==> src/rtl/prog_load_ctrl_pkg.sv <==
// Shared types for the Open8 program loader: FSM states, error codes and
// the state classification helper used by the controller.
package prog_load_ctrl_pkg;

  typedef enum logic [2:0] {
    ST_IDLE,
    ST_LEN_LO,
    ST_LEN_HI,
    ST_DATA,
    ST_CSUM,
    ST_RELEASE,
    ST_ERROR
  } state_e;

  typedef enum logic [1:0] {
    ERR_NONE    = 2'd0,
    ERR_CSUM    = 2'd1,
    ERR_TIMEOUT = 2'd2,
    ERR_ABORT   = 2'd3
  } err_e;

  // States in which the loader is consuming bytes from the UART.
  function automatic logic is_rx_state(state_e s);
    return (s == ST_LEN_LO) || (s == ST_LEN_HI) || (s == ST_DATA) || (s == ST_CSUM);
  endfunction

endpackage

==> src/rtl/prog_load_ctrl_if.sv <==
// Byte stream from the UART receiver plus the shared program-RAM port
// (CPU side in, muxed RAM side out).
interface prog_load_ctrl_if #(
  parameter int unsigned ADDR_W = 12
) ();

  logic [7:0]        i_rx_data;
  logic              i_rx_valid;
  logic              o_rx_ready;
  logic [ADDR_W-1:0] i_cpu_addr;
  logic [7:0]        i_cpu_wdata;
  logic              i_cpu_we;
  logic [ADDR_W-1:0] o_mem_addr;
  logic [7:0]        o_mem_wdata;
  logic              o_mem_we;

  modport master (
    output i_rx_data, i_rx_valid, i_cpu_addr, i_cpu_wdata, i_cpu_we,
    input  o_rx_ready, o_mem_addr, o_mem_wdata, o_mem_we
  );

  modport slave (
    input  i_rx_data, i_rx_valid, i_cpu_addr, i_cpu_wdata, i_cpu_we,
    output o_rx_ready, o_mem_addr, o_mem_wdata, o_mem_we
  );

endinterface

==> src/rtl/prog_load_ctrl_timer.sv <==
// Loadable down-counter; expired is high while the count sits at zero.
module prog_load_ctrl_timer #(
  parameter int unsigned W = 16
) (
  input  logic         clk,
  input  logic         rst,
  input  logic         load,
  input  logic [W-1:0] load_val,
  input  logic         dec,
  output logic         expired
);

  logic [W-1:0] cnt_q;

  always_ff @(posedge clk or negedge rst) begin
    if (!rst) begin
      cnt_q <= '0;
    end else if (load) begin
      cnt_q <= load_val;
    end else if (dec && (cnt_q != '0)) begin
      cnt_q <= cnt_q - 1'b1;
    end
  end

  assign expired = (cnt_q == '0);

endmodule

==> src/rtl/prog_load_ctrl.sv <==
// Program download sequencer: parses a length/payload/checksum frame from the
// UART, writes the payload into program RAM and releases the CPU on success.
module prog_load_ctrl
  import prog_load_ctrl_pkg::*;
#(
  parameter int unsigned ADDR_W      = 12,
  parameter int unsigned BASE_ADDR   = 0,
  parameter int unsigned TIMEOUT_CYC = 50000,
  parameter int unsigned REL_DLY     = 4,
  parameter int unsigned HOLD_ON_RST = 1
) (
  input  logic                  clk,
  input  logic                  rst,
  input  logic                  i_start,
  input  logic                  i_abort,
  prog_load_ctrl_if.slave       bus,
  output logic                  o_cpu_rst_n,
  output logic                  o_busy,
  output logic                  o_done,
  output logic [1:0]            o_err
);

  localparam int unsigned TMR_MAX = (TIMEOUT_CYC > REL_DLY) ? TIMEOUT_CYC : REL_DLY;
  localparam int unsigned TMR_W   = $clog2(TMR_MAX + 1);
  localparam logic [TMR_W-1:0] TO_LOAD = TMR_W'(TIMEOUT_CYC - 1);
  localparam logic [TMR_W-1:0] RD_LOAD = TMR_W'(REL_DLY - 1);
  localparam logic [63:0]      MAX_LEN = (64'd1 << ADDR_W) - 64'(BASE_ADDR);

  state_e            state_q, state_d;
  err_e              err_q, err_d;
  logic [7:0]        len_lo_q, len_lo_d;
  logic [15:0]       len_q, len_d;
  logic [15:0]       count_q, count_d;
  logic [7:0]        sum_q, sum_d;
  logic              cpu_rst_n_q, cpu_rst_n_d;
  logic              busy_q, busy_d;
  logic              done_q, done_d;
  logic              ld_we_q, ld_we_d;
  logic [ADDR_W-1:0] ld_addr_q, ld_addr_d;
  logic [7:0]        ld_data_q, ld_data_d;

  logic              rx_ready;
  logic              hs;
  logic [7:0]        rx_byte;
  logic [15:0]       new_len;
  logic              tmr_load;
  logic              tmr_dec;
  logic [TMR_W-1:0]  tmr_val;
  logic              tmr_exp;

  assign rx_ready = is_rx_state(state_q);
  assign hs       = bus.i_rx_valid & rx_ready;
  assign rx_byte  = bus.i_rx_data;
  assign new_len  = {rx_byte, len_lo_q};

  // One timer serves both the inter-byte timeout and the release delay;
  // the two uses never overlap because RELEASE is not a receive state.
  prog_load_ctrl_timer #(
    .W (TMR_W)
  ) u_timer (
    .clk      (clk),
    .rst      (rst),
    .load     (tmr_load),
    .load_val (tmr_val),
    .dec      (tmr_dec),
    .expired  (tmr_exp)
  );

  always_ff @(posedge clk or negedge rst) begin
    if (!rst) begin
      state_q <= ST_IDLE;
    end else begin
      state_q <= state_d;
    end
  end

  always_comb begin
    state_d     = state_q;
    err_d       = err_q;
    len_lo_d    = len_lo_q;
    len_d       = len_q;
    count_d     = count_q;
    sum_d       = sum_q;
    cpu_rst_n_d = cpu_rst_n_q;
    busy_d      = busy_q;
    done_d      = 1'b0;
    ld_we_d     = 1'b0;
    ld_addr_d   = ld_addr_q;
    ld_data_d   = ld_data_q;
    tmr_load    = 1'b0;
    tmr_val     = TO_LOAD;
    tmr_dec     = 1'b0;

    case (state_q)
      ST_IDLE, ST_ERROR: begin
        if (i_start) begin
          state_d     = ST_LEN_LO;
          cpu_rst_n_d = 1'b0;
          busy_d      = 1'b1;
          err_d       = ERR_NONE;
          count_d     = '0;
          sum_d       = '0;
          tmr_load    = 1'b1;
        end else if ((state_q == ST_IDLE) && (HOLD_ON_RST == 0)) begin
          cpu_rst_n_d = 1'b1;
        end
      end

      default: begin
        if (i_abort) begin
          state_d = ST_ERROR;
          err_d   = ERR_ABORT;
          busy_d  = 1'b0;
        end else if (state_q == ST_RELEASE) begin
          if (tmr_exp) begin
            state_d     = ST_IDLE;
            cpu_rst_n_d = 1'b1;
            done_d      = 1'b1;
            busy_d      = 1'b0;
          end else begin
            tmr_dec = 1'b1;
          end
        end else if (!hs) begin
          if (tmr_exp) begin
            state_d = ST_ERROR;
            err_d   = ERR_TIMEOUT;
            busy_d  = 1'b0;
          end else begin
            tmr_dec = 1'b1;
          end
        end else begin
          tmr_load = 1'b1;
          case (state_q)
            ST_LEN_LO: begin
              len_lo_d = rx_byte;
              state_d  = ST_LEN_HI;
            end
            ST_LEN_HI: begin
              len_d = new_len;
              if (new_len == 16'd0) begin
                state_d = ST_CSUM;
              end else if (64'(new_len) > MAX_LEN) begin
                state_d = ST_ERROR;
                err_d   = ERR_ABORT;
                busy_d  = 1'b0;
              end else begin
                state_d = ST_DATA;
              end
            end
            ST_DATA: begin
              ld_we_d   = 1'b1;
              ld_addr_d = ADDR_W'(BASE_ADDR) + ADDR_W'(count_q);
              ld_data_d = rx_byte;
              sum_d     = sum_q + rx_byte;
              count_d   = count_q + 16'd1;
              if (count_q == (len_q - 16'd1)) begin
                state_d = ST_CSUM;
              end
            end
            ST_CSUM: begin
              if (rx_byte == sum_q) begin
                state_d = ST_RELEASE;
                tmr_val = RD_LOAD;
              end else begin
                state_d = ST_ERROR;
                err_d   = ERR_CSUM;
                busy_d  = 1'b0;
              end
            end
            default: ;
          endcase
        end
      end
    endcase
  end

  always_ff @(posedge clk or negedge rst) begin
    if (!rst) begin
      err_q       <= ERR_NONE;
      len_lo_q    <= '0;
      len_q       <= '0;
      count_q     <= '0;
      sum_q       <= '0;
      cpu_rst_n_q <= 1'b0;
      busy_q      <= 1'b0;
      done_q      <= 1'b0;
      ld_we_q     <= 1'b0;
      ld_addr_q   <= '0;
      ld_data_q   <= '0;
    end else begin
      err_q       <= err_d;
      len_lo_q    <= len_lo_d;
      len_q       <= len_d;
      count_q     <= count_d;
      sum_q       <= sum_d;
      cpu_rst_n_q <= cpu_rst_n_d;
      busy_q      <= busy_d;
      done_q      <= done_d;
      ld_we_q     <= ld_we_d;
      ld_addr_q   <= ld_addr_d;
      ld_data_q   <= ld_data_d;
    end
  end

  // The loader keeps the RAM one extra cycle after busy drops so a final
  // registered write is never lost to the CPU side.
  logic ld_own;
  assign ld_own = busy_q | ld_we_q;

  always_comb begin
    if (ld_own) begin
      bus.o_mem_addr  = ld_addr_q;
      bus.o_mem_wdata = ld_data_q;
      bus.o_mem_we    = ld_we_q;
    end else begin
      bus.o_mem_addr  = bus.i_cpu_addr;
      bus.o_mem_wdata = bus.i_cpu_wdata;
      bus.o_mem_we    = bus.i_cpu_we;
    end
  end

  assign bus.o_rx_ready = rx_ready;
  assign o_cpu_rst_n    = cpu_rst_n_q;
  assign o_busy         = busy_q;
  assign o_done         = done_q;
  assign o_err          = err_q;

endmodule
==> src/flat_wrapper.sv <==
// flat-port wrapper written by rule: the top's interface ports become plain ports
module prog_load_ctrl_flat import prog_load_ctrl_pkg::*;
#(
  parameter int unsigned ADDR_W      = 12,
  parameter int unsigned BASE_ADDR   = 0,
  parameter int unsigned TIMEOUT_CYC = 50000,
  parameter int unsigned REL_DLY     = 4,
  parameter int unsigned HOLD_ON_RST = 1
)
  (clk, rst, i_start, i_abort, o_cpu_rst_n, o_busy, o_done, o_err, bus_i_rx_data, bus_i_rx_valid, bus_i_cpu_addr, bus_i_cpu_wdata, bus_i_cpu_we, bus_o_rx_ready, bus_o_mem_addr, bus_o_mem_wdata, bus_o_mem_we);
  prog_load_ctrl_if #(.ADDR_W(ADDR_W)) bus_i ();
  input  logic clk;
  input  logic rst;
  input  logic i_start;
  input  logic i_abort;
  output logic o_cpu_rst_n;
  output logic o_busy;
  output logic o_done;
  output logic [1:0] o_err;
  input wire logic [$bits(bus_i.i_rx_data)-1:0] bus_i_rx_data;
  input wire logic [$bits(bus_i.i_rx_valid)-1:0] bus_i_rx_valid;
  input wire logic [$bits(bus_i.i_cpu_addr)-1:0] bus_i_cpu_addr;
  input wire logic [$bits(bus_i.i_cpu_wdata)-1:0] bus_i_cpu_wdata;
  input wire logic [$bits(bus_i.i_cpu_we)-1:0] bus_i_cpu_we;
  output wire logic [$bits(bus_i.o_rx_ready)-1:0] bus_o_rx_ready;
  output wire logic [$bits(bus_i.o_mem_addr)-1:0] bus_o_mem_addr;
  output wire logic [$bits(bus_i.o_mem_wdata)-1:0] bus_o_mem_wdata;
  output wire logic [$bits(bus_i.o_mem_we)-1:0] bus_o_mem_we;
  assign bus_i.i_rx_data = bus_i_rx_data;
  assign bus_i.i_rx_valid = bus_i_rx_valid;
  assign bus_i.i_cpu_addr = bus_i_cpu_addr;
  assign bus_i.i_cpu_wdata = bus_i_cpu_wdata;
  assign bus_i.i_cpu_we = bus_i_cpu_we;
  assign bus_o_rx_ready = bus_i.o_rx_ready;
  assign bus_o_mem_addr = bus_i.o_mem_addr;
  assign bus_o_mem_wdata = bus_i.o_mem_wdata;
  assign bus_o_mem_we = bus_i.o_mem_we;
  prog_load_ctrl #(.ADDR_W(ADDR_W), .BASE_ADDR(BASE_ADDR), .TIMEOUT_CYC(TIMEOUT_CYC), .REL_DLY(REL_DLY), .HOLD_ON_RST(HOLD_ON_RST)) u_core (.clk(clk), .rst(rst), .i_start(i_start), .i_abort(i_abort), .bus(bus_i), .o_cpu_rst_n(o_cpu_rst_n), .o_busy(o_busy), .o_done(o_done), .o_err(o_err));
endmodule
==> config.mk <==
export PLATFORM = sky130hd
export DESIGN_NAME = prog_load_ctrl_flat
export DESIGN_NICKNAME = d
export VERILOG_FILES = /design/src/rtl/prog_load_ctrl_pkg.sv /design/src/rtl/prog_load_ctrl_if.sv /design/src/rtl/prog_load_ctrl_timer.sv /design/src/rtl/prog_load_ctrl.sv /design/src/flat_wrapper.sv
export SDC_FILE = /design/constraint.sdc
export NUM_CORES = 1
export LEC_CHECK = 0
export CORE_MARGIN = 5
export CORE_UTILIZATION = 35
export DETAILED_ROUTE_END_ITERATION = 10
export MAX_ROUTING_LAYER = met4
export PLACE_DENSITY = 0.52
export SLEW_MARGIN = 10
export SYNTH_ARGS = -nofsm -noshare
export SYNTH_HDL_FRONTEND = slang
export SYNTH_SLANG_ARGS = --single-unit
export TNS_END_PERCENT = 10
==> constraint.sdc <==
create_clock -name clk -period 4.98 [get_ports clk]
set_input_delay 0.498 -clock clk [delete_from_list [all_inputs] [get_ports clk]]
set_output_delay 0.498 -clock clk [all_outputs]
set_load 0.02 [all_outputs]
======== Word-level counts from Yosys, hierarchy flattened ========
Cells that the tools add are included.
storage, ports and cells
  register bits ........................... 93
  output and inout bits ................... 27
  logic and storage cells ................. 148
  bits of input ports ..................... 34
operators by class
  reductions and logical operators ........ 23
  magnitude comparators ................... 1
  muxes and demuxes ....................... 79
  add/sub/neg operators ................... 4
  bitwise operators ....................... 5
  equal/unequal tests ..................... 23
operator list
  cell                   count
  $mux 16                14
  $mux 8                 7
  $mux 1                 34
  $logic_not 16->1       2
  $sub 16x1->16 const B  2
  $mux 3                 10
  $ne 6x6->1 const B     5
  $reduce_and 5->1       6
  $mux 2                 10
  $ne 5x5->1 const B     4
  $add 16x1->16 const B  1
  $eq 16x16->1           1
  $gt 16x13->1 const B   1
  $reduce_bool 16->1     1
  $mux 12                1
  $pmux 3 s4             1
  $reduce_bool 2->1      5
  $eq 3x3->1 const B     3
  $add 8x8->8            1
  $eq 8x8->1             1
  $ne 8x8->1 const B     1
  $reduce_and 7->1       1
  $eq 3x2->1 const B     2
  $ne 2x2->1 const B     2
  15 further kinds       19

======== Depth between registers and ports, before layout ========
  depth in word-level cells ............... 12
  gate-level depth with buffers ........... 9
  gate-level depth less buffers ........... 8

======== Cells and area by module ========
From an unflattened synthesis, not the netlist that was laid out.
second synthesis, totals
  cells, all modules ...................... 611
  area, all modules ....................... 5601.6 um^2
modules (own cells, without submodules)
  module                instances  sequential area each (um^2)  area each (um^2)  cells an instance
  prog_load_ctrl        1          1926.8                       4556.9            488
  prog_load_ctrl_timer  1          400.4                        1044.8            123

======== Least setup slack after synthesis ========
Ideal clock, no wire load.
  kind .................................... reg-to-reg
  from .................................... register u_core.u_timer.cnt_q[10]
  to ...................................... register u_core.state_q[1]
  arrival time ............................ 2451 ps
  cell stages (with the launch flop) ...... 8
  required time ........................... 4841 ps
  clock period less this slack ............ 2590 ps
  buffers on the path ..................... 1
  setup time .............................. 139 ps
  path slack .............................. 2390 ps
  cell sequence ........................... dfrtp_1 or4_4 or4_4 or4_4 buf_6 a221o_1 a32oi_1 o21ai_1
on the way
  word-level cells in the longest chain between the ends .. 3
  elaborated cells on any way between the ends .. 4
  classes of those cells .................. 1 x eq/ne; 3 x reduce/logical
ends and longest elaborated chain
  element                                                                  RTL line                    source
  start: declaration                                                       prog_load_ctrl_timer.sv:13  logic [W-1:0] cnt_q;
  start signal: assignment                                                 prog_load_ctrl_timer.sv:19  cnt_q <= load_val;
  start signal: assignment                                                 prog_load_ctrl_timer.sv:21  cnt_q <= cnt_q - 1'b1;
  $logic_not 16->1 (*)                                                     prog_load_ctrl_timer.sv:25  assign expired = (cnt_q == '0);
  $ne 4x3->1 (no source line) / $reduce_bool 4->1 (equally long branches)  -
  $reduce_and 5->1 (no source line) (*)                                    -
  end signal: assignment                                                   prog_load_ctrl.sv:73        state_q <= state_d;
  end: declaration                                                         prog_load_ctrl.sv:29        state_e state_q, state_d;
Mark *: on every way between the ends. The rest lies on a longest branch, timed or not.
A chain may end at the register's enable or synchronous reset.

======== Worst setup path in the final report ========
  from .................................... register u_core.len_q[0]
  to ...................................... register u_core.state_q[0]
on the way
  word-level cells in the longest chain between the ends .. 4
ends and longest elaborated chain
  element                            RTL line               source
  start: declaration                 prog_load_ctrl.sv:32   logic [15:0] len_q, len_d;
  start signal: assignment           prog_load_ctrl.sv:193  len_q <= len_d;
  $sub 16x1->16                      prog_load_ctrl.sv:156  if (count_q == (len_q - 16'd1)) begin
  $eq 16x16->1                       prog_load_ctrl.sv:156
  $ne 6x6->1 (no source line)        -
  $reduce_and 5->1 (no source line)  -
Every way passes these cells.

==> metrics.md <==
| Metric | Value |
|---|---|
| Final Setup Violations | 0 |
| Met3 Usage GRT | 2.20% |
| Post-detail-place hpwl | 10400 um |
| M2 GR Usage | 25.7% |
| FFs w/ async S/R, synth | 100% |
| Post-synth cell types | 60 |
| I/O Buffers | 60 |
| Final Instance Count excl. Fillers | 832 |
| Residual DRC | 0 |
| Clock-pin slew on the worst setup and hold paths | 70 ps |
| WL per Instance | 17.4 um |
| Initial antenna violation count | 0 |
| Met1 usage | 22.6% |
| Share of cells above drive strength 1 | 11.3% |
| Ys flop type | dfrtp_1 |
| Final Power | 0.00348 W |
| Status | complete, no violations |
| Mapped cell area | 0.00544 sq mm |
| CTS H-tree lvls | 3 |
| GR peak layer | met2 |
| # rows | 45 |
| Grt ovf | 0 |
| Vias | 4523 |
| Chip height | 135 um |
| Initial Utilization | 35.8% |
| Placed cells | 816 |
| Total track usage | 16.6% |
| Area grow syn2layout | 19.8% |
| Die area | 0.0181 sq mm |
| Number of max-cap violations | 0 |
| Worst path slowest cell | a2111oi_1 |
| Worst Max-Slew Pin Slew | 883 ps |
| Clk root buf | clkbuf_16 |
| P per Cell Area | 535 mW/mm^2 |
| CP Launch Type | register |
| Slew margin rel. | 40.9% |
| Clk_lat worst skew | 360 ps |
| Ant diodes | 0 |
| Max stage delay on crit path | 660 ps |
| RSZ-0062 raised after global routing | no |
| Clk sinks | 93 |
| Final nets | 684 |
| Final wirelength | 14500 um |
| Iter 0 DRT Violations | 255 |
| Fin. max-slew vios | 0 |
| First-pass GRT wire length | 23200 um |
| Min Hold Slack | 227 ps |
| Leak Pwr | 2.85 nW |
| Core Area | 0.0152 sq mm |
| Critical Path RT | 5190 ps |
| Vias per inst | 5.44 |
| Hold buffer count at CTS | 0 |
| Total CTS buffers | 9 |
| Vias in the first global route | 4299 |
| Post-Syn Instances | 590 |
| Final GP Congestion | 0.867 |
| Die X | 135 um |
| Clock Tree Buf Depth | 2 |
| Synthesized area per cell | 9.22 sq um |
| TNS Setup | 0 ps |
| Peak supply drop | 252 uV |
| DR pass1 iterations | 4 |
| Flop and latch count out of synthesis | 93 |
| Worst min path class | in2async |
| EDFF count, synth | 0 |
| Pin count of the biggest net entering global routing | 61 |
| Max Clock Skew | 9.71 ps |
| I/O pin cnt | 61 |
| Slack of the critical path | 1910 ps |
| F_max | 0.326 GHz |
| WS Path Type | reg2reg |
| CTS tree | done |
| Yosys warnings | 0 |
| Seq/Total Area, Yosys | 42.8% |
| Period minus WS final | 3070 ps |
| Critical path cell sequence | inv_1, ha_1, or3_1, or3_1, a311oi_1, a311oi_1, a2111oi_1, o21ai_0 |
| Final period util | 61.6% |
| Final hold vios | 0 |
| CP arrival | 3280 ps |
| Post-CTS setup buffer count | 0 |
| Post-route ant nets | 0 |
| Placement Setup Slack | 1920 ps |
| Syn nets | 635 |
| CP Capture Type | register |
| CP Max Fanout | 11 |
| Post-CTS sizing | 0 |
layer usage:
| metal | wire length [um] | part of all wire [%] |
|---|---|---|
| met3 | 545 | 3.8 |
| met1 | 6870 | 47 |
| met4 | 242 | 1.7 |
| met5 | 0 | 0 |
| met2 | 6830 | 47 |
registers in the layout, summed over array words and instances (netlist names):
| name | flops |
|---|---|
| u_core.state_q | 3 |
| u_core.len_lo_q | 8 |
| u_core.sum_q | 8 |
| u_core.o_cpu_rst_n | 1 |
| u_core.ld_data_q | 8 |
| u_core.count_q | 16 |
| u_core.ld_addr_q | 12 |
| u_core.o_err | 2 |
| u_core.ld_we_q | 1 |
| u_core.o_busy | 1 |
| u_core.len_q | 16 |
| u_core.o_done | 1 |
| u_core.u_timer.cnt_q | 16 |
worst max-delay path, delay by kind of cell (launching register included):
family          cells  cell delay [ps]
compound gates      4             1230
fa+ha+maj           1              350
buf+inv             1               90
flops               1              430
simple gates        2              820
synth_stat cells, types with 4 or more instances:
library cell  number  area share, %
o31ai_1            5           0.69
nand4b_1           5           0.81
nor2_1            45            3.1
nand4_1           11            1.3
a21oi_1           27            2.5
clkbuf_1          18            1.2
or3_1             12            1.4
ha_1              10            2.3
nand2_1           88            6.1
o211ai_1           7           0.97
a21o_1             5           0.69
nor3b_1            5           0.69
nor2b_1            4           0.46
mux2_2            41            8.5
dfrtp_1           93             43
buf_2              4           0.37
a31oi_1            6           0.69
a22o_1             6           0.97
inv_1             25            1.7
nor3_1            22            2.0
nand3_1           13            1.2
and2_1             4           0.46
o21ai_0           24            2.2
xnor2_1           20            3.2
nor4_1            10            1.2
xor2_1            23            3.7
and3_1             7           0.81
path summary, 6_finish.rpt:
| check | endpoint | slack, ps | cells past startpoint | startpoint |
|---|---|---|---|---|
| max | u_core.state_q[0] | 1910 | 8 | u_core.len_q[0] |
| min | u_core.ld_addr_q[8] | 230 | 1 | rst |
| max reg2reg | u_core.state_q[0] | 1910 | 8 | u_core.len_q[0] |
| min reg2reg | u_core.ld_addr_q[8] | 470 | 2 | u_core.ld_addr_q[8] |
| max in group asynchronous | u_core.u_timer.cnt_q[12] | 3780 | 2 | rst |
| min in group clk | u_core.ld_addr_q[8] | 470 | 2 | u_core.ld_addr_q[8] |
power breakdown:
| part | total [W] | switching (W) | internal [W] |
|---|---|---|---|
| combinational | 0.00149 | 0.000812 | 0.000683 |
| clock | 0.000735 | 0.000333 | 0.000402 |
| sequential | 0.00125 | 0.000283 | 0.000972 |
| total | 0.00348 | 0.00143 | 0.00206 |
area by class of cell:
class                   count  area (sq um)
flip-flops and latches     93          2330
well taps                 188           235
fillers                  1473          8690
clock buffers               9           225
multi-input cells         446          2910
clock inverters             7          91.3
repair buffers             64           628
inverters                  25          93.8
cell usage in the layout (no fill, tap or decap), drive strengths merged, types with 9 or more instances in the layout:
cell type,count
clkbuf,9
xnor2,20
dfrtp,93
nand2,88
nor4,10
nand4,11
ha,10
inv,28
a21oi,27
or3,13
nor3,22
o21ai,25
mux2,42
clkdlybuf4s50,59
nor2,45
xor2,23
nand3,13
through the flow:
stage / area [sq um] / util (%)
4_1_cts: 6510 / 42.8
2_1_floorplan: 5440 / -
6_report: 6510 / 42.8
3_3_place_gp: 6200 / 40.8
5_1_grt: 6510 / 42.8
3_5_place_dp: 6200 / 40.8
logic make-up (layout without fill, tap and decap cells):
| kind of cell | after synthesis | after routing | synth area share (%) |
|---|---|---|---|
| multiplexers | 45 | 45 | 9.32 |
| adder cells (fa/ha/maj) | 11 | 11 | 2.67 |
| AO/OA/AOI/OAI | 104 | 104 | 12.6 |
| flip-flops | 93 | 93 | 42.8 |
| buffers and inverters | 51 | 105 | 3.75 |
| AND/OR/NAND/NOR | 243 | 243 | 22.0 |
| XOR/XNOR | 43 | 43 | 6.93 |
Note: power is estimated with default switching activity, not from simulation.
